<file path="config.mk">
export PLATFORM = sky130hd
export DESIGN_NAME = chip_reg_writer
export DESIGN_NICKNAME = d
export VERILOG_FILES = /design/src/rtl/chip_reg_writer.sv
export SDC_FILE = /design/constraint.sdc
export NUM_CORES = 1
export LEC_CHECK = 0
export CAP_MARGIN = 20
export CORE_MARGIN = 2
export CORE_UTILIZATION = 40
export CTS_BUF_LIST = sky130_fd_sc_hd__clkbuf_2 sky130_fd_sc_hd__clkbuf_4 sky130_fd_sc_hd__clkbuf_8
export DETAILED_ROUTE_END_ITERATION = 7
export GPL_ROUTABILITY_DRIVEN = 0
export SYNTH_ARGS = -nofsm -noshare
export SYNTH_HDL_FRONTEND = slang
export SYNTH_SLANG_ARGS = --single-unit
export TNS_END_PERCENT = 20
</file>
<file path="constraint.sdc">
create_clock -name clk -period 2.8 [get_ports clk]
set_clock_uncertainty 0.05 [all_clocks]
set_input_delay 0.42 -clock clk [delete_from_list [all_inputs] [get_ports clk]]
set_output_delay 0.42 -clock clk [all_outputs]
set_load 0.005 [all_outputs]
</file>
<file path="src/rtl/chip_reg_writer.sv">
// chip_reg_writer: serialises row/col register bits and key-load pulses
// from the configuration FSM onto the sensor chip pads.
//
// Handshake: a request strobe (i_row_reg_write / i_col_reg_write / i_key_wren)
// is accepted only when the block is idle (o_busy=0 and not in DONE).
// All strobes high on the accepting edge are latched together. Completion is
// signalled by a single-cycle o_chip_write_ready, which is the last cycle o_busy is high.
// Strobes arriving while busy are dropped.
//
// Optional feature macro: CHIP_WR_OVERRUN_EN adds the sticky o_overrun flag.
// Without it o_overrun is tied low.
module chip_reg_writer #(
    parameter int CLK_DIV   = 2,
    parameter int KEY_PULSE = 4,
    parameter int NB_DIV    = 8
) (
    input  logic       clk,
    input  logic       rst,
    input  logic       i_row_reg_write,
    input  logic       i_row_reg_data,
    input  logic       i_col_reg_write,
    input  logic       i_col_reg_data,
    input  logic       i_key_wren,
    output logic       o_chip_write_ready,
    output logic       o_busy,
    output logic       o_chip_row_data,
    output logic       o_chip_row_clk,
    output logic       o_chip_col_data,
    output logic       o_chip_col_clk,
    output logic       o_chip_key,
    output logic       o_overrun,
    output logic [2:0] o_dbg_state
);

    typedef enum logic [2:0] {
        ST_IDLE  = 3'd0,
        ST_SETUP = 3'd1,
        ST_HIGH  = 3'd2,
        ST_HOLD  = 3'd3,
        ST_KEY   = 3'd4,
        ST_DONE  = 3'd5
    } state_t;

    localparam logic [NB_DIV-1:0] PHASE_LOAD = NB_DIV'(CLK_DIV - 1);
    localparam logic [NB_DIV-1:0] KEY_LOAD   = NB_DIV'(KEY_PULSE - 1);

    state_t            state;
    logic [NB_DIV-1:0] cnt;
    logic [2:0]        pending;   // {row, col, key}
    logic              row_bit;
    logic              col_bit;
    logic              cur_col;   // 0: row shift in progress, 1: col shift

    logic [2:0] req;
    logic       phase_end;
    logic [2:0] sel_src;          // mask the next item is chosen from
    logic       row_src;
    logic       col_src;
    logic       advance;          // acceptance or end of an item: pick the next one

    assign req         = {i_row_reg_write, i_col_reg_write, i_key_wren};
    assign phase_end   = (cnt == '0);
    assign o_dbg_state = state;

    // Selection source: fresh strobes on acceptance, else pending mask minus finished item
    always_comb begin
        sel_src = pending;
        row_src = row_bit;
        col_src = col_bit;
        advance = 1'b0;
        case (state)
            ST_IDLE: begin
                sel_src = req;
                row_src = i_row_reg_data;
                col_src = i_col_reg_data;
                advance = |req;
            end
            ST_HOLD: begin
                sel_src = cur_col ? (pending & 3'b101) : (pending & 3'b011);
                advance = phase_end;
            end
            ST_KEY: begin
                sel_src = pending & 3'b110;
                advance = phase_end;
            end
            default: ;
        endcase
    end

    // Main sequencer: phase timing, pad drive and completion pulse
    always_ff @(posedge clk or negedge rst) begin
        if (!rst) begin
            state              <= ST_IDLE;
            cnt                <= '0;
            pending            <= '0;
            row_bit            <= 1'b0;
            col_bit            <= 1'b0;
            cur_col            <= 1'b0;
            o_chip_write_ready <= 1'b0;
            o_busy             <= 1'b0;
            o_chip_row_data    <= 1'b0;
            o_chip_row_clk     <= 1'b0;
            o_chip_col_data    <= 1'b0;
            o_chip_col_clk     <= 1'b0;
            o_chip_key         <= 1'b0;
        end else begin
            o_chip_write_ready <= 1'b0;
            case (state)
                ST_SETUP: begin
                    if (phase_end) begin
                        state <= ST_HIGH;
                        cnt   <= PHASE_LOAD;
                        if (cur_col) o_chip_col_clk <= 1'b1;
                        else         o_chip_row_clk <= 1'b1;
                    end else begin
                        cnt <= cnt - NB_DIV'(1);
                    end
                end
                ST_HIGH: begin
                    if (phase_end) begin
                        state          <= ST_HOLD;
                        cnt            <= PHASE_LOAD;
                        o_chip_row_clk <= 1'b0;
                        o_chip_col_clk <= 1'b0;
                    end else begin
                        cnt <= cnt - NB_DIV'(1);
                    end
                end
                ST_HOLD: begin
                    if (!phase_end) cnt <= cnt - NB_DIV'(1);
                end
                ST_KEY: begin
                    if (phase_end) o_chip_key <= 1'b0;
                    else           cnt <= cnt - NB_DIV'(1);
                end
                ST_DONE: begin
                    state  <= ST_IDLE;
                    o_busy <= 1'b0;
                end
                default: ;
            endcase

            // Pick the next pending item in fixed order row -> col -> key
            if (advance) begin
                pending <= sel_src;
                row_bit <= row_src;
                col_bit <= col_src;
                o_busy  <= 1'b1;
                if (sel_src[2]) begin
                    state           <= ST_SETUP;
                    cur_col         <= 1'b0;
                    cnt             <= PHASE_LOAD;
                    o_chip_row_data <= row_src;
                end else if (sel_src[1]) begin
                    state           <= ST_SETUP;
                    cur_col         <= 1'b1;
                    cnt             <= PHASE_LOAD;
                    o_chip_col_data <= col_src;
                end else if (sel_src[0]) begin
                    state      <= ST_KEY;
                    cnt        <= KEY_LOAD;
                    o_chip_key <= 1'b1;
                end else begin
                    state              <= ST_DONE;
                    o_chip_write_ready <= 1'b1;
                end
            end
        end
    end

`ifdef CHIP_WR_OVERRUN_EN
    logic overrun_q;

    // Sticky flag: any strobe while busy (DONE included) was dropped
    always_ff @(posedge clk or negedge rst) begin
        if (!rst)                 overrun_q <= 1'b0;
        else if (o_busy && |req)  overrun_q <= 1'b1;
    end

    assign o_overrun = overrun_q;
`else
    assign o_overrun = 1'b0;
`endif

endmodule

</file>
==> impl_metrics.json, run 1 <==
{
  "stdcell_area_um2": 1740,
  "diodes": 0,
  "drt-total-wl_mm": 3.42,
  "synthCells": 161,
  "ctsLongestPathBuffers": 2,
  "areaGrowthSynthToFinish_pct": 17.9,
  "layout_min_cycle_time_ns": 2.23,
  "synth_top_area_share_pct": 40.6,
  "vias": 1249,
  "cts_resized": 0,
  "start_kind": "flip-flop",
  "ys_ff_latch": 24,
  "cts_tree": "built",
  "ys_types": 53,
  "synthFlopType": "dfrtp_1",
  "clock.fmax_mhz": 449,
  "grt_pass1_vias": 1259,
  "drtPass1Iterations": 4,
  "fp-row-count": 22,
  "synth_warnings": 0,
  "avgSynthCellArea_um2": 9.18,
  "fin_ws_ns": 0.571,
  "leakagePower_nw": 0.753,
  "grt_use_met2_pct": 26.2,
  "power_w": 0.00204,
  "post-route-period-util_pct": 79.6,
  "die_x_um": 64.8,
  "gr-max-usage-layer": "met2",
  "grt_overflow_total": 0,
  "hpwlAfterDp_mm": 2.51,
  "io_pins": 18,
  "ir_drop_mv": 0.474,
  "coreArea_um2": 3610,
  "grt_max_degree": 25,
  "drt-vias-per-instance": 5.55,
  "postCtsSetupRepairBufs": 0,
  "clock_latency_ns": 0.27,
  "crit_type": "reg2reg",
  "io_buffers": 16,
  "wl_per_cell_um": 15.2,
  "die_area_um2": 4200,
  "numCtsBuffers": 3,
  "drc_errors": 0,
  "hp-class": "reg2reg",
  "crit_path_end_kind": "flip-flop",
  "grt_first_pass_wirelength_mm": 5.85,
  "dpl_cell_area_um2": 1690,
  "arrival_ns": 2.34,
  "setup_viol": 0,
  "use_met1_pct": 25.7,
  "cts_max_level": 1,
  "yosysTopAreaCell": "dfrtp_1",
  "worst_slew_pin_slew_ns": 0.661,
  "ant_nets": 0,
  "postSynth.asyncResetShare_pct": 100,
  "clkSinkCount": 24,
  "synth_fp_nets": 171,
  "fin_nets": 188,
  "hold_viol": 0,
  "antenna_found_initial": 0,
  "max_slew_margin_pct": 55.9,
  "fin_setup_tns_ns": 0,
  "synth_area_leaders": "dfrtp_1, nand2_1, xor2_1",
  "ys_seq_area_share_pct": 40.6,
  "grtUsageTotal_pct": 18.1,
  "syn_area_um2": 1480,
  "status": "finished clean",
  "cp.required_ns": 2.91,
  "slew_violations": 0,
  "grt_use_met3_pct": 4.51,
  "cap_violations": 0,
  "ctsHoldBuffers": 0,
  "synth_edf_count": 0,
  "rsz0062_at_grt": "false",
  "drive_gt1_share_pct": 11.9,
  "start_util_pct": 41.0,
  "pre_cts_ws_ns": 0.531,
  "clockRootBuffer": "clkbuf_8",
  "cp_max_fo": 21,
  "path_clk_slew_ns": 0.09,
  "drtIter0Drc": 43,
  "die_y_um": 64.8,
  "power_per_cell_area_nw_per_um2": 1170
}
[path summary, 6_finish.rpt]
check	from	to	slack (ns)	cells past startpoint
max in group asynchronous	rst	cnt[0]	2.00	2
setup / recovery	o_dbg_state[0]	o_chip_row_data	0.57	4
min in group asynchronous	rst	o_chip_row_data	0.45	2
setup reg to reg	o_dbg_state[0]	o_chip_row_data	0.57	4
hold / removal	row_bit	row_bit	0.43	2
hold reg to reg	row_bit	row_bit	0.43	2
[stage by stage]
| stage | utilization, % | cells | hold WS [ns] |
|---|---|---|---|
| after floorplan | - | 161 | 0.0744 |
| after global placement | 46.8 | 221 | 0.412 |
| after detailed placement | 46.8 | 221 | 0.416 |
| after CTS | 48.3 | 225 | 0.438 |
| after global routing | 48.3 | 225 | 0.464 |
| final | 48.3 | 225 | 0.434 |
[layer usage]
layer | share of wire, % | wire, µm | up-vias
li1 | - | - | 616
met1 | 48 | 1650 | 584
met2 | 43 | 1490 | 41
met3 | 6.1 | 210 | 8
met4 | 2.0 | 69 | 0
met5 | 0 | 0 | -
[power by group]
part	total [W]	leakage, nW	internal [W]	switching [W]
combinational	0.00112	0.436	0.000514	0.000604
sequential	0.000681	0.288	0.000484	0.000197
clock	0.000241	0.0288	0.000126	0.000115
[logic make-up after synthesis]
group	share of synthesized area [%]
buffers and inverters	4.57
AOI/OAI and AO/OA	19.3
adders and majority gates	2.54
muxes	2.20
and+or+nand+nor	25.7
xor gates and xnor gates	4.74
other	0.254
DFF	40.6
[layout make-up]
cell class,count,area (µm²)
tap,48,60.1
timing repair buffer,19,183
inverter,9,33.8
fill,333,1860
sequential,24,601
clock buffer,4,55.1
multi-input combinational,121,810
[worst max-delay path, stage by stage (launching register included)]
cell and delay [ns]:
dfrtp_1 0.63, nor3_2 0.52, nand2_1 0.29, a21oi_2 0.30, mux2_1 0.34
[placed cells by master, fill, tap and decap left out, types with 2 or more instances in the layout]
cell type,n
ha_1,3
a21oi_1,4
a31o_1,2
clkbuf_8,4
o221ai_1,2
a21o_1,2
o21ai_0,4
or3_1,2
nor3_1,6
and2_1,2
nor3_2,2
mux2_1,2
a22o_1,2
nand2_1,23
inv_1,8
nand4_1,4
xor2_1,7
clkdlybuf4s50_1,16
a31oi_1,2
or4_1,2
o21ai_1,3
dfrtp_1,24
nand3_1,6
buf_4,3
nor3b_1,2
nor2_1,12
o221a_2,2
[flip-flops by register name (all words and copies together), names as in the netlist]
| name | count |
|---|---|
| o_dbg_state | 3 |
| o_chip_col_clk | 1 |
| o_busy | 1 |
| row_bit | 1 |
| o_chip_write_ready | 1 |
| o_chip_row_clk | 1 |
| col_bit | 1 |
| o_chip_row_data | 1 |
| cur_col | 1 |
| cnt | 8 |
| o_chip_col_data | 1 |
| pending | 3 |
| o_chip_key | 1 |
[synth_stat cells (all sizes together) (3+ instances only)]
cell type,n
a21oi,5
buf,4
clkbuf,3
dfrtp,24
ha,3
inv,9
nand2,23
nand3,6
nand4,4
nor2,13
nor3,8
o21ai,7
or4,3
xor2,7
Note: power is estimated with default switching activity, not from simulation.
==> run 2: changes to the inputs <==
==> constraint.sdc (replaced) <==
create_clock -name clk -period 1.9 [get_ports clk]
set_clock_uncertainty 0.05 [all_clocks]
set_input_delay 0.285 -clock clk [delete_from_list [all_inputs] [get_ports clk]]
set_output_delay 0.285 -clock clk [all_outputs]
set_load 0.005 [all_outputs]
==> run 2 against run 1 <==
Against the previous run:
- the run now ends with negative setup slack left
- die area did not move
- clock power rose by 89%
- via count rose by 17%
- utilization rose by 11 points
- non-clock buffer count rose by 40
- final cell count rose by 18%
- final area rose by 23%
- clock-buffer cell count fell by 1
- critical path depth rose by 5
- register-to-register slack got worse by 0.60 ns
- sequential power rose by 36%
- critical path type unchanged
==> impl_metrics.json, run 2 (same netlist as run 1, synthesis figures left out) <==
{
  "status": "complete, but fails checks",
  "violations": "negative setup slack",
  "diodes": 0,
  "grt_first_pass_wirelength_mm": 7.16,
  "ctsHoldBuffers": 0,
  "multiInputGateArea_um2": 891,
  "hold_viol": 0,
  "fillerInstances": 292,
  "grt_max_degree": 25,
  "crit_type": "reg2reg",
  "die_y_um": 64.8,
  "mostFrequentLayoutCell": "buf_4",
  "largest_reg_flops": 8,
  "coreArea_um2": 3610,
  "cp.required_ns": 2.01,
  "numCtsBuffers": 3,
  "fin_setup_tns_ns": -0.0517,
  "top_register": "cnt",
  "power_w": 0.00392,
  "wl_per_cell_um": 15.5,
  "hpwlAfterDp_mm": 2.98,
  "post-route-period-util_pct": 102,
  "fp-row-count": 22,
  "slew_violations": 0,
  "ctsLongestPathBuffers": 2,
  "grt_pass1_vias": 1552,
  "vias": 1463,
  "grt_overflow_total": 0,
  "arrival_ns": 2.04,
  "crit_path_end_kind": "flip-flop",
  "layout_min_cycle_time_ns": 1.93,
  "drtPass1Iterations": 4,
  "cts_max_level": 1,
  "clock.fmax_mhz": 517,
  "drtIter0Drc": 101,
  "drt-vias-per-instance": 5.52,
  "clkSinkCount": 24,
  "drc_errors": 0,
  "io_pins": 18,
  "power_per_cell_area_nw_per_um2": 1820,
  "setup_viol": 2,
  "cts_tree": "built",
  "ir_drop_mv": 0.900,
  "start_util_pct": 41.0,
  "holdWs_ns": 0.319,
  "seqCellArea_um2": 606,
  "drt-total-wl_mm": 4.11,
  "clock_latency_ns": 0.27,
  "path_clk_slew_ns": 0.09,
  "cap_violations": 0,
  "areaGrowthSynthToFinish_pct": 45.4,
  "drive_gt1_share_pct": 36.4,
  "grtUsageTotal_pct": 21.9,
  "fin_nets": 228,
  "clockRootBuffer": "clkbuf_8",
  "rsz0062_at_grt": "true",
  "cp_max_fo": 2,
  "mostFrequentLayoutCells": "buf_4, nand2_1, dfrtp_1",
  "hp-class": "in2async",
  "fin_ws_ns": -0.0324,
  "die_area_um2": 4200,
  "leakagePower_nw": 0.972,
  "io_buffers": 16,
  "start_kind": "flip-flop",
  "ant_nets": 0,
  "antenna_found_initial": 0,
  "die_x_um": 64.8
}
-- run 2: cell types whose count changed in the layout (fill, tap and decap cells not counted), moves of 2 or more --
cell	change
inv_2	+3
inv_1	-3
dfrtp_2	+4
buf_4	+39
ha_1	-2
dfrtp_1	-4
ha_4	+2
-- run 2: routing by layer --
metal	vias up	track usage (%)	part of all wire (%)
li1	694	-	-
met1	719	27.7	44
met2	41	37.9	50
met3	9	3.30	4.0
met4	0	7.45	1.4
met5	-	0	0
-- run 2: path summary, 6_finish.rpt --
| kind | start | end | slack [ns] | depth (start not counted) |
|---|---|---|---|---|
| max | cnt[0] | cnt[0] | -0.03 | 9 |
| min | rst | pending[1] | 0.32 | 2 |
| max reg2reg | cnt[0] | cnt[0] | -0.03 | 9 |
| min reg2reg | o_busy | o_busy | 0.43 | 2 |
| max in group asynchronous | rst | cnt[3] | 1.21 | 2 |
| min in group clk | o_busy | o_busy | 0.43 | 2 |
-- run 2: metrics by stage --
stage          setup WS [ns]  instance area, µm²  cells  util, %
2_1_floorplan        -0.0804                1480    161        -
3_3_place_gp          -0.189                1960    256     54.2
3_5_place_dp          -0.253                1960    256     54.2
4_1_cts              -0.0308                2110    263     58.5
5_1_grt              -0.0792                2150    265     59.6
6_report             -0.0324                2150    265     59.6
-- run 2: critical path, cell delays in order (launching register included) --
cell	delay, ns
dfrtp_1	0.41
inv_2	0.08
ha_4	0.13
or3b_4	0.39
nor2_4	0.11
inv_2	0.06
ha_4	0.20
inv_2	0.05
o22ai_2	0.06
a221o_1	0.27
-- run 2: power by group --
group | leakage, nW | internal [W] | switching [W]
combinational | 0.653 | 0.00130 | 0.00123
sequential | 0.284 | 0.000723 | 0.000205
clock | 0.0357 | 0.000282 | 0.000174
total | 0.972 | 0.00231 | 0.00161
-- run 2: timing repair --
| item | CTS | global route |
|---|---|---|
| gates resized for setup | 14 | 6 |
| endpoints found under the setup margin | 9 | 9 |
| pin swaps | 4 | 6 |
| setup buffers | 3 | 2 |
| endpoints found under the hold margin | 0 | 0 |
-- run 2: cell type report --
type,instances,area share (%)
inverters,9,1.57
repair buffers,59,22.7
clock inverters,1,1.40
clock buffers,3,1.92
multi-input cells,121,41.5
well taps,48,2.80
flip-flops and latches,24,28.2
==> edit 1, RTL diff (settings of run 1) <==
Put one more register stage on the output `o_dbg_state`, with the module's reset. The value now appears one clock later. The other outputs are not delayed to match.
--- a/src/rtl/chip_reg_writer.sv
+++ b/src/rtl/chip_reg_writer.sv
@@ -62,3 +62,9 @@
     assign phase_end   = (cnt == '0);
-    assign o_dbg_state = state;
+    always_ff @(posedge clk or negedge rst) begin
+        if (!rst) begin
+            o_dbg_state <= '0;
+        end else begin
+            o_dbg_state <= state;
+        end
+    end
 
Function: changed (Yosys sat finds a counterexample within 4 cycles, from zero or initial values and one cycle with rst low).
==> edit 1 against run 1 <==
  * Sequential cell count increased by 3
  * Area after synthesis decreased by 5.8%
  * Via count decreased by 11%
  * Sequential share of layout area increased by 6.6 points
  * Count of clock-buffer cells in the layout unchanged
  * Wire length decreased by 18%
  * Synthesized cell count decreased by 8.7%
  * Power decreased by 8.0%
  * Worst setup slack got worse by 0.079 ns
  * Utilization increased by 0.93 points
  * Design area decreased by 5.7%
==> edit 1: results (changes against run 1) <==
- Status: finished, final reports clean
- HP Class: in2async
- Clock root buffer: clkbuf_4
- Vias: 1,106 (-11%)
- Syn Nets: 156 (-8.8%)
- Fin nets: 176 (-6.4%)
- Met1 Use GR: 21.8% (-4.0 points)
- Largest net degree at the start of global routing: 28 (+12%)
- Final instance count without filler cells: 212 (-5.8%)
- Number of global-route vias before repair: 1,031 (-18%)
- Synth cell types: 41 (-23%)
- Cell count of the worst reg-to-reg path: 6 (+2)
- Starting DRT DRC Count: 29 (-33%)
- Worst IR drop on VDD: 0.422 mV (-11%)
- DP Cell Count: 208 (-5.9%)
- Clock slew at reported path FFs: 0.15 ns (+0.06 ns)
- Global-route wire length before repair: 4.82 mm (-18%)
- GRT met3 Usage: 2.16% (-2.4 points)
- CP max stage delay: 0.57 ns (-0.06 ns)
- Adder-Cell Fraction of Synth Area: 1.80% (-0.74 points)
- Seq/Total Area, Yosys: 48.6% (+7.9 points)
- Worst-path maximum fanout: 9 (-57%)
- HPWL Detailed: 2.08 mm (-17%)
- Synth top cells by count: dfrtp_1, nor2_1, nand2_1
- Pre-CTS setup slack: 0.506 ns (-0.0256 ns)
- Avg Inst Size Synth: 9.46 um^2 (+3.1%)
- Worst skew pair latency: 0.33 ns (+0.06 ns)
- Share of layout cells above drive strength 1: 10.8% (-1.0 points)
- Synth Area in Compound Gates: 16.6% (-2.7 points)
- Critical path arrival: 2.48 ns (+0.14 ns)
- Worst-Margin Slew: 0.526 ns (-0.135 ns)
- Final wirelength: 2.79 mm (-18%)
- Psw: 0.779 mW (-15%)
- # fillers: 317 (-4.8%)
- CTS H-tree depth: 1 (unchanged)
- Antenna violations before repair: 0 (unchanged)
- Top_reg_cell synth: dfrtp_1
- Post-Synth XOR/XNOR Area: 3.15% (-1.6 points)
- Mux cell area share after synthesis: 4.68% (+2.5 points)
- Area share of the largest cell type after synthesis: 48.6% (+7.9 points)
- Diode count: 0 (unchanged)
- Highest clock rate: 433 MHz (-3.4%)
- Hold WS: 0.399 ns (-0.0349 ns)
- CP startpoint: cnt[3]
- Critical Path Sink: o_chip_col_data
- Placement Cell Area: 1610 um^2 (-4.4%)
- Met2 usage: 23.9% (-2.2 points)
- FF-to-FF setup slack: 0.49 ns (-0.08 ns)
- Total GRT Usage: 15.3% (-2.8 points)
- Static Leak: 0.718 nW (-4.6%)
- Top cells by area, synth: dfrtp_1, nor2_1, nand2_1
- Slowest cell on crit path: or4_4
edit 1: cell type report:
cell class / instances / area [um^2] / area share [%]
clock buffers: 4 / 30.0 / 1.83
inverters: 5 / 18.8 / 1.14
multi-input cells: 109 / 663 / 40.4
flip-flops and latches: 27 / 676 / 41.1
well taps: 46 / 57.6 / 3.50
repair buffers: 21 / 198 / 12.0
edit 1: power groups by stage:
| stage | clock (mW) | sequential [mW] | combinational (mW) |
|---|---|---|---|
| floorplan | 0 | 0.656 | 0.735 |
| global placement | 0 | 0.704 | 0.990 |
| detailed placement | 0 | 0.705 | 1.00 |
| CTS | 0.188 | 0.696 | 1.01 |
| global route | 0.206 | 0.725 | 1.12 |
| finish | 0.181 | 0.696 | 1.00 |
edit 1: per-layer routing:
metal,vias up,wire length (um)
li1,551,-
met1,524,1420
met2,26,1250
met3,5,85
met4,0,38
met5,-,0
==> edit 2, RTL diff (flow settings as in run 1) <==
Without the edit above. The parameter `NB_DIV` goes from 8 to 7.
--- a/src/rtl/chip_reg_writer.sv
+++ b/src/rtl/chip_reg_writer.sv
@@ -14,3 +14,3 @@
     parameter int KEY_PULSE = 4,
-    parameter int NB_DIV    = 8
+    parameter int NB_DIV    = 7
 ) (
Formal check against the unedited RTL: no difference found for any inputs over 10 cycles, from zero or initial values and one cycle with rst low; that may be too few to reach the edited logic, so the function may still have changed.
==> edit 2 against run 1 <==
  * Sequential cell count decreased by 1
  * Worst setup slack lost 0.28 ns
  * Critical path depth increased by 6
  * Synthesized cell count fell by 14%
  * Cell count is 11% lower
  * Critical path type unchanged
  * Power shrank 19%
  * Design area fell by 10%
  * Area after synthesis fell by 11%
  * Wire length shrank 17%
  * Highest routed layer unchanged
==> edit 2: results (changes against run 1) <==
- Synth cell types: 49 (-7.5%)
- Syn Inst Count: 138 (-14%)
- Share of synthesized registers carrying an async set or reset: 100% (unchanged)
- Diode count: 0 (unchanged)
- Synth warn: 0 (unchanged)
- Top cells by area, synth: dfrtp_1, nor2_1, xnor2_1
- Worst-Margin Slew: 0.525 ns (-0.135 ns)
- Combinational Power Share: 51.0% (-3.8 points)
- Status: finished, final reports clean
- Max Root-Sink Buffers: 2 (unchanged)
- Cell count of the worst reg-to-reg path: 10 (+6)
- HPWL Detailed: 2.08 mm (-17%)
- Largest net degree at the start of global routing: 24 (-4.0%)
- Setup CP Type: reg2reg
- Seq/Total Area, Yosys: 43.8% (+3.2 points)
- Drt pass-1 iters: 6 (+2)
- Resize count post-CTS: 0 (unchanged)
- Static Leak: 0.658 nW (-13%)
- Syn Nets: 148 (-13%)
- Clock slew at reported path FFs: 0.13 ns (+0.04 ns)
- DRT antenna net count: 0 (unchanged)
- Synth top cells by count: dfrtp_1, nor2_1, nand2_1
- Antenna violations before repair: 0 (unchanged)
- Starting DRT DRC Count: 53 (+23%)
- Largest Register: cnt
- Final wirelength: 2.84 mm (-17%)
- Sw Ratio: 41.7% (-3.2 points)
- FF-to-FF setup slack: 0.29 ns (-0.28 ns)
- CP max stage delay: 0.46 ns (-0.17 ns)
- Critical R2R Capture: cnt[0]
- Pre-CTS setup slack: 0.350 ns (-0.181 ns)
- Setup Buffers After CTS: 0 (unchanged)
- Global-route wire length before repair: 4.86 mm (-17%)
- Number of buffers added on ports: 16 (unchanged)
- Worst-path maximum fanout: 8 (-62%)
- Clock root buffer: clkbuf_4
- Share of layout cells above drive strength 1: 11.5% (-0.33 points)
- Worst skew pair latency: 0.31 ns (+0.04 ns)
- DR vias/cell: 5.38 (-3.1%)
- Area of the multi-input gates: 664 um^2 (-18%)
- Highest clock rate: 398 MHz (-11%)
- Largest register FFs: 7 (-1)
- Final instance count without filler cells: 200 (-11%)
- Number of global-route vias before repair: 1,064 (-15%)
- CP startpoint: cnt[0]
- Worst IR drop on VDD: 0.510 mV (+7.5%)
- Crit path max-delay family: simple AND/OR/NAND/NOR gates
- CTS H-tree depth: 1 (unchanged)
- Inserted Clock Buffers: 3 (unchanged)
- Fin nets: 167 (-11%)
- Total GRT Usage: 17.6% (-0.50 points)
- HP Class: in2async
- Placement Cell Area: 1530 um^2 (-9.3%)
- # fillers: 301 (-9.6%)
- Sequential power share: 39.1% (+5.7 points)
- Slowest cell on crit path: or4b_4
- Critical path arrival: 2.72 ns (+0.38 ns)
edit 2: metal layers:
layer	vias to the layer above	wire [um]	global-route usage, %	share of wire (%)
met5	-	0	0	0
met4	0	38	5.59	1.3
met3	6	103	3.78	3.6
met2	25	1370	29.2	48
met1	517	1320	23.0	47
li1	528	-	-	-
edit 2: worst min path at each step:
stage | start | cells past startpoint | endpoint | slack, ns
6_report | rst | 2 | cnt[2] | 0.39
5_1_grt | rst | 2 | cnt[3] | 0.40
4_1_cts | rst | 2 | cnt[2] | 0.39
3_5_place_dp | o_chip_key | 2 | o_chip_key | 0.41
3_3_place_gp | o_chip_key | 2 | o_chip_key | 0.41
2_1_floorplan | rst | 0 | cnt[0] | 0.07
edit 2: power by group through the flow:
stage | Sequential, mW | Combinational, mW | Clock, mW
2_1_floorplan | 0.585 | 0.623 | 0
3_3_place_gp | 0.645 | 0.829 | 0
3_5_place_dp | 0.648 | 0.840 | 0
4_1_cts | 0.642 | 0.844 | 0.174
5_1_grt | 0.666 | 0.949 | 0.191
6_report | 0.644 | 0.841 | 0.165
edit 2: area by class of cell:
class / count / share of cell area (%)
Tap cell: 44 / 3.53
Inverter: 9 / 2.33
Clock buffer: 4 / 1.93
Multi-Input combinational cell: 99 / 42.6
Sequential cell: 23 / 36.9
Timing Repair Buffer: 21 / 12.7
edit 2: kinds of logic after synthesis:
group	after synthesis	share of synthesized area, %
AOI/OAI and AO/OA	33	17.8
xor gates and xnor gates	6	4.00
adders and majority gates	3	2.86
buffers and inverters	16	5.62
DFF	23	43.8
muxes	5	4.19
other	1	0.285
and+or+nand+nor	51	21.4
